`config.mk`:
```
export PLATFORM = sky130hd
export DESIGN_NAME = window_gen3x3
export DESIGN_NICKNAME = d
export VERILOG_FILES = /design/src/rtl/window_gen3x3.sv
export SDC_FILE = /design/constraint.sdc
export NUM_CORES = 2
export LEC_CHECK = 0
export CORE_UTILIZATION = 40
export DETAILED_ROUTE_END_ITERATION = 12
export SLEW_MARGIN = 20
export SYNTH_ARGS = -nofsm -noshare
export SYNTH_HDL_FRONTEND = slang
export SYNTH_SLANG_ARGS = --single-unit
```
`constraint.sdc`:
```
create_clock -name i_clk -period 5.4 [get_ports i_clk]
set_clock_uncertainty 0.1 [all_clocks]
set_input_delay 0.54 -clock i_clk [delete_from_list [all_inputs] [get_ports i_clk]]
set_output_delay 0.54 -clock i_clk [all_outputs]
set_load 0.005 [all_outputs]
```
`src/rtl/window_gen3x3.sv`:
```
// 3x3 sliding-window generator with zero padding at the image borders.
// Two line buffers feed a register window; a FLUSH phase drains the final rows.
module window_gen3x3 #(
  parameter int unsigned DATA_W = 10,
  parameter int unsigned IMG_W  = 64,
  parameter int unsigned IMG_H  = 64
) (
  input  logic                  i_clk,
  input  logic                  i_rst,
  input  logic                  i_valid,
  input  logic [DATA_W-1:0]     i_data,
  output logic                  o_ready,
  output logic [9*DATA_W-1:0]   o_busData,
  output logic                  o_valid,
  output logic                  o_last
);

  localparam int unsigned PIX_N = IMG_W * IMG_H;
  localparam int unsigned CNT_W = $clog2(PIX_N + 1);
  localparam int unsigned FL_W  = $clog2(IMG_W + 1);
  localparam int unsigned PTR_W = $clog2(IMG_W);
  localparam int unsigned ROW_W = $clog2(IMG_H);

  typedef enum logic [1:0] {FILL, RUN, FLUSH} state_t;

  state_t             state_q;
  logic [CNT_W-1:0]   in_cnt_q;
  logic [FL_W-1:0]    fl_cnt_q;
  logic [PTR_W-1:0]   ptr_q;
  logic [ROW_W-1:0]   cen_row_q;
  logic [PTR_W-1:0]   cen_col_q;
  logic [DATA_W-1:0]  col_a_q [3];
  logic [DATA_W-1:0]  col_b_q [3];
  logic [DATA_W-1:0]  lb_mid [IMG_W];
  logic [DATA_W-1:0]  lb_top [IMG_W];

  logic [DATA_W-1:0]  pix_d;
  logic [DATA_W-1:0]  newcol_d [3];
  logic [9*DATA_W-1:0] bus_d;
  logic [2:0]         row_ok_d;
  logic [2:0]         col_ok_d;
  logic               shift_d;
  logic               emit_d;
  logic [DATA_W-1:0]  raw_d;

  // New column, border mask and padded window for the window being emitted.
  always_comb begin
    shift_d     = (state_q == FLUSH) | i_valid;
    emit_d      = (state_q == FLUSH) | ((state_q == RUN) & i_valid);
    pix_d       = (state_q == FLUSH) ? '0 : i_data;
    newcol_d[0] = lb_top[ptr_q];
    newcol_d[1] = lb_mid[ptr_q];
    newcol_d[2] = pix_d;
    row_ok_d    = {cen_row_q != ROW_W'(IMG_H - 1), 1'b1, cen_row_q != '0};
    col_ok_d    = {cen_col_q != PTR_W'(IMG_W - 1), 1'b1, cen_col_q != '0};
    bus_d       = '0;
    raw_d       = '0;
    for (int r = 0; r < 3; r++) begin
      for (int c = 0; c < 3; c++) begin
        if (c == 0)      raw_d = col_a_q[r];
        else if (c == 1) raw_d = col_b_q[r];
        else             raw_d = newcol_d[r];
        if (row_ok_d[r] && col_ok_d[c])
          bus_d[(r*3+c)*DATA_W +: DATA_W] = raw_d;
      end
    end
  end

  // Line buffers are plain delay RAMs; stale contents are hidden by the mask.
  always_ff @(posedge i_clk) begin
    if (shift_d) begin
      lb_mid[ptr_q] <= pix_d;
      lb_top[ptr_q] <= lb_mid[ptr_q];
    end
  end

  always_ff @(posedge i_clk or posedge i_rst) begin
    if (i_rst) begin
      state_q   <= FILL;
      in_cnt_q  <= '0;
      fl_cnt_q  <= '0;
      ptr_q     <= '0;
      cen_row_q <= '0;
      cen_col_q <= '0;
      for (int r = 0; r < 3; r++) begin
        col_a_q[r] <= '0;
        col_b_q[r] <= '0;
      end
      o_ready   <= 1'b1;
      o_valid   <= 1'b0;
      o_last    <= 1'b0;
      o_busData <= '0;
    end else begin
      o_valid <= emit_d;
      o_last  <= 1'b0;
      if (emit_d) begin
        o_busData <= bus_d;
        if (cen_col_q == PTR_W'(IMG_W - 1)) begin
          cen_col_q <= '0;
          cen_row_q <= (cen_row_q == ROW_W'(IMG_H - 1)) ? '0 : cen_row_q + 1'b1;
        end else begin
          cen_col_q <= cen_col_q + 1'b1;
        end
      end
      if (shift_d) begin
        for (int r = 0; r < 3; r++) begin
          col_a_q[r] <= col_b_q[r];
          col_b_q[r] <= newcol_d[r];
        end
        ptr_q <= (ptr_q == PTR_W'(IMG_W - 1)) ? '0 : ptr_q + 1'b1;
      end
      case (state_q)
        FILL: begin
          if (i_valid) begin
            in_cnt_q <= in_cnt_q + 1'b1;
            if (in_cnt_q == CNT_W'(IMG_W)) state_q <= RUN;
          end
        end
        RUN: begin
          if (i_valid) begin
            if (in_cnt_q == CNT_W'(PIX_N - 1)) begin
              state_q  <= FLUSH;
              fl_cnt_q <= '0;
              o_ready  <= 1'b0;
            end else begin
              in_cnt_q <= in_cnt_q + 1'b1;
            end
          end
        end
        FLUSH: begin
          fl_cnt_q <= fl_cnt_q + 1'b1;
          if (fl_cnt_q == FL_W'(IMG_W)) begin
            state_q   <= FILL;
            in_cnt_q  <= '0;
            fl_cnt_q  <= '0;
            ptr_q     <= '0;
            cen_row_q <= '0;
            cen_col_q <= '0;
            o_ready   <= 1'b1;
            o_last    <= 1'b1;
          end
        end
        default: state_q <= FILL;
      endcase
    end
  end

endmodule

```
==> summary by stage <==
Synth
Ranked by total cell area, the synthesized netlist is headed by edfxtp_1, dfrtp_1, mux2i_1. For this run, the leading register cell type out of synthesis is edfxtp_1. Of the synthesized area, sequential elements account for 0.753. Yosys printed 0 warnings.

The post-synthesis average cell area is 15.8 sq um. The synthesized design spends more area on one cell type than any other, namely edfxtp_1. The number of register bits inferred by synthesis is 1473. The cell area that synthesis handed to floorplanning was 57500 sq um. For this run, asynchronously set or reset flops after synthesis account for 0.131. In this run, distinct cell masters in the synthesized netlist total 57. The count of mapped cells out of synthesis is 3647. Of the post-synthesis cell area, the dominant cell type holds 0.669. The net count after synthesis is 3669.

The number of flops mapped to enable cells by yosys is 1280.

Placed design
After detailed placement, the total cell area comes to 61900 sq um. The total of buffers placed on input and output ports is 105. The HPWL after detailed placement is 99800 um. At the end of routability-driven placement, the weighted congestion stood at 0.873. Once placement completed, the tool counted placed cells totaling 5607.

Clocking
Hold repair after CTS inserted 0 buffers. The root buffer cell is clkbuf_16. Counting every sink on the clock net gives 1473.

The clock tree from TritonCTS is done. The H-tree generated during clock tree synthesis spans 4 levels. The number of CTS-inserted buffers is 146. The post-CTS clock slew at the launch and capture registers of the worst setup and hold paths is 0.07 ns. The number of buffers on the longest clock path is 3.

After clock tree synthesis, the repair step resized 0 gates. The later-pin clock latency in the skew report is 0.79 ns. The post-CTS setup-driven buffer insertion count is 0.

Cells and area
The final design instance area without fill is 66700 sq um. In the layout the commonest cells are edfxtp_1, mux2i_1, nand2_1. Of the cells placed in the final design, the portion with a size suffix greater than 1 is 0.138. The layout overhead on the synthesized area is 16.1%.

The library cell used most frequently in the layout, excluding fill and tap cells, is edfxtp_1. Excluding fillers, the count of instances in the completed layout stands at 5881. The total number of nets in the final design is 3887.

Timing
The max-slew violation total from the final report came to 0. Final hold analysis gives a worst-case slack of 0.178 ns. At the pin with the least slew margin, the transition time is 1.16 ns. The worst slew slack as a fraction of its limit is 0.224. The minimum period implied by the final worst setup slack is 4.69 ns. The post-route clock period utilization is 0.868. Setup violations remaining at the end of the flow were counted as 0.

For this run, the top clock speed supported by timing is 213 MHz. Setup repair after global routing left no endpoint under its margin. The final-report hold violation count came to 0. In the final timing run, aggregate negative setup slack is 0 ns.

Routing
After detailed routing, the total wire length is 165000 um. The average vias per placed instance is 5.76. After detailed routing, the number of remaining DRC violations is 0.

For this run, the detailed router's first-pass iteration total came to 5. In this run the remaining antenna-violating nets after routing total 0. The count of vias placed by the detailed router is 33900.

For this block, the initial DRC count from the detailed router was 3665. The post-detailed-route wirelength per cell is 28.1 um.

Pwr
Of the total power, registers draw 0.541. The worst-case IR drop observed on VDD is 0.241 mV. The part of the power in combinational logic is 0.002.

The static leakage is 21.6 nW. Of the total power, the clock network draws 0.456. In this run the power spent charging and discharging nets is 0.00439 W. Total power for the finished layout comes to 0.0225 W. Dividing total power by cell area gives a power density of 338 nW/um^2. The proportion of total power due to net switching is 0.195. The internal power is 0.0182 W.

Die
The core region is 142000 sq um. The effective utilization at floorplan is 0.404. The floorplan die height is 381 um. The x dimension of the die is 381 um. The I/O pin count is 106.

The row count is 138. The die covers 145000 sq um.

Setup path
STA classifies the critical path startpoint as a flip-flop. The worst setup path is of the reg -> reg kind. In this run the worst path has a maximum fanout of 34. The data arrival time of the worst path is 5.26 ns.

The worst setup path is captured at a flip-flop. The data required time of the critical path is 5.97 ns.

GRT
The number of global-route vias before repair was 32300. The overall fraction of global-route tracks in use is 0.225. The maximum number of pins on one net before global-route repair is 114. The initial antenna violation count is 14. The wire length of the first global-routing pass is 238000 um. For this run the aggregate overflow at the end of global routing stands at 0.

Job
The number of violations of the max-capacitance limit is 0.

Run status
The run finished with clean final reports.

Hold path
The class of the most critical hold timing path is in -> async.
power groups by stage:
stage	logic, W	clock network, W	registers [W]
after global routing	0.0000641	0.0108	0.0122
after floorplan	0.0000301	0	0.0124
after detailed placement	0.0000582	0	0.0124
after CTS	0.0000585	0.0104	0.0122
after global placement	0.0000589	0	0.0124
final	0.0000563	0.0103	0.0122
critical path, stage by stage, from the launching register on:
cell and delay (ns):
dfrtp_4 1.00, buf_12 0.33, nor2b_4 0.17, buf_4 0.23, nand2_1 0.08, o21ai_0 0.08, a21oi_1 0.84, o22ai_1 0.32
or3_2 0.84, buf_12 0.27, mux2_2 0.26
flip-flops by register name, summed over array words and instances (netlist names):
signal	count
o_last	1
in_cnt_q	13
o_busData	90
o_valid	1
fl_cnt_q	7
ptr_q	6
bus_d	10
lb_mid	640
o_ready	1
col_b_q	20
col_a_q	30
state_q	2
cen_row_q	6
lb_top	640
cen_col_q	6
final timing paths:
path                       slack (ns)                   endpoint  cells past startpoint                      start
max                              0.71      bus_d[48]$_DFFE_PP0N_                     10         ptr_q[0]$_DFF_PP0_
min                              0.18  o_busData[12]$_DFFE_PP0N_                      3                      i_rst
max reg2reg                      0.71      bus_d[48]$_DFFE_PP0N_                     10         ptr_q[0]$_DFF_PP0_
min reg2reg                      0.36  o_busData[47]$_DFFE_PP0N_                      2  o_busData[47]$_DFFE_PP0N_
max in group asynchronous        4.45         ptr_q[0]$_DFF_PP0_                      3                      i_rst
min in group i_clk               0.36  o_busData[47]$_DFFE_PP0N_                      2  o_busData[47]$_DFFE_PP0N_
logic make-up after synthesis:
| family | synth area share |
|---|---|
| flops | 0.753 |
| compound gates | 0.0811 |
| simple gates | 0.0514 |
| mux | 0.0893 |
| buf+inv | 0.0205 |
| xor+xnor | 0.00290 |
| fa+ha+maj | 0.00196 |
cell usage after synthesis (all sizes together) (3+ instances only):
| cell | count |
|---|---|
| nand3 | 56 |
| a41oi | 3 |
| a222oi | 5 |
| inv | 17 |
| clkbuf | 122 |
| or4 | 23 |
| buf | 115 |
| mux2 | 33 |
| o21ai | 168 |
| a31oi | 68 |
| o221ai | 17 |
| mux2i | 475 |
| a21o | 14 |
| a22o | 79 |
| a31o | 5 |
| a221oi | 47 |
| nor2 | 127 |
| nor4 | 8 |
| nand2 | 326 |
| and2 | 14 |
| nand2b | 3 |
| nand3b | 35 |
| nor3 | 10 |
| nand4 | 9 |
| dfrtp | 192 |
| or3 | 14 |
| o22ai | 171 |
| xnor2 | 3 |
| o2bb2ai | 11 |
| a21oi | 140 |
| edfxtp | 1280 |
| xor2 | 16 |
| and3 | 7 |
| nor2b | 9 |
| ha | 9 |
through the flow:
step                setup slack (ns)  utilization
floorplan                       1.92            -
global placement               0.780        0.435
detailed placement             0.772        0.435
CTS                            0.766        0.470
global route                   0.651        0.470
finish                         0.711        0.470
layer usage:
metal / vias up / wire [um] / track usage / share of wire
met4: 6 / 5780 / 0.0847 / 0.035
met1: 17400 / 69700 / 0.316 / 0.42
li1: 14700 / - / - / -
met2: 1565 / 75200 / 0.343 / 0.46
met3: 288 / 14500 / 0.0481 / 0.088
met5: - / 41 / 0 / 0.00025
layout make-up:
type	count	area, sq um
fill	12100	75400
sequential	1473	43300
timing repair buffer	307	2920
inverter	17	67.6
antenna	3	7.51
tap	1890	2360
multi-input combinational	1920	13300
clock inverter	83	831
clock buffer	188	4010
No activity file was read; power rests on OpenSTA's default activity.
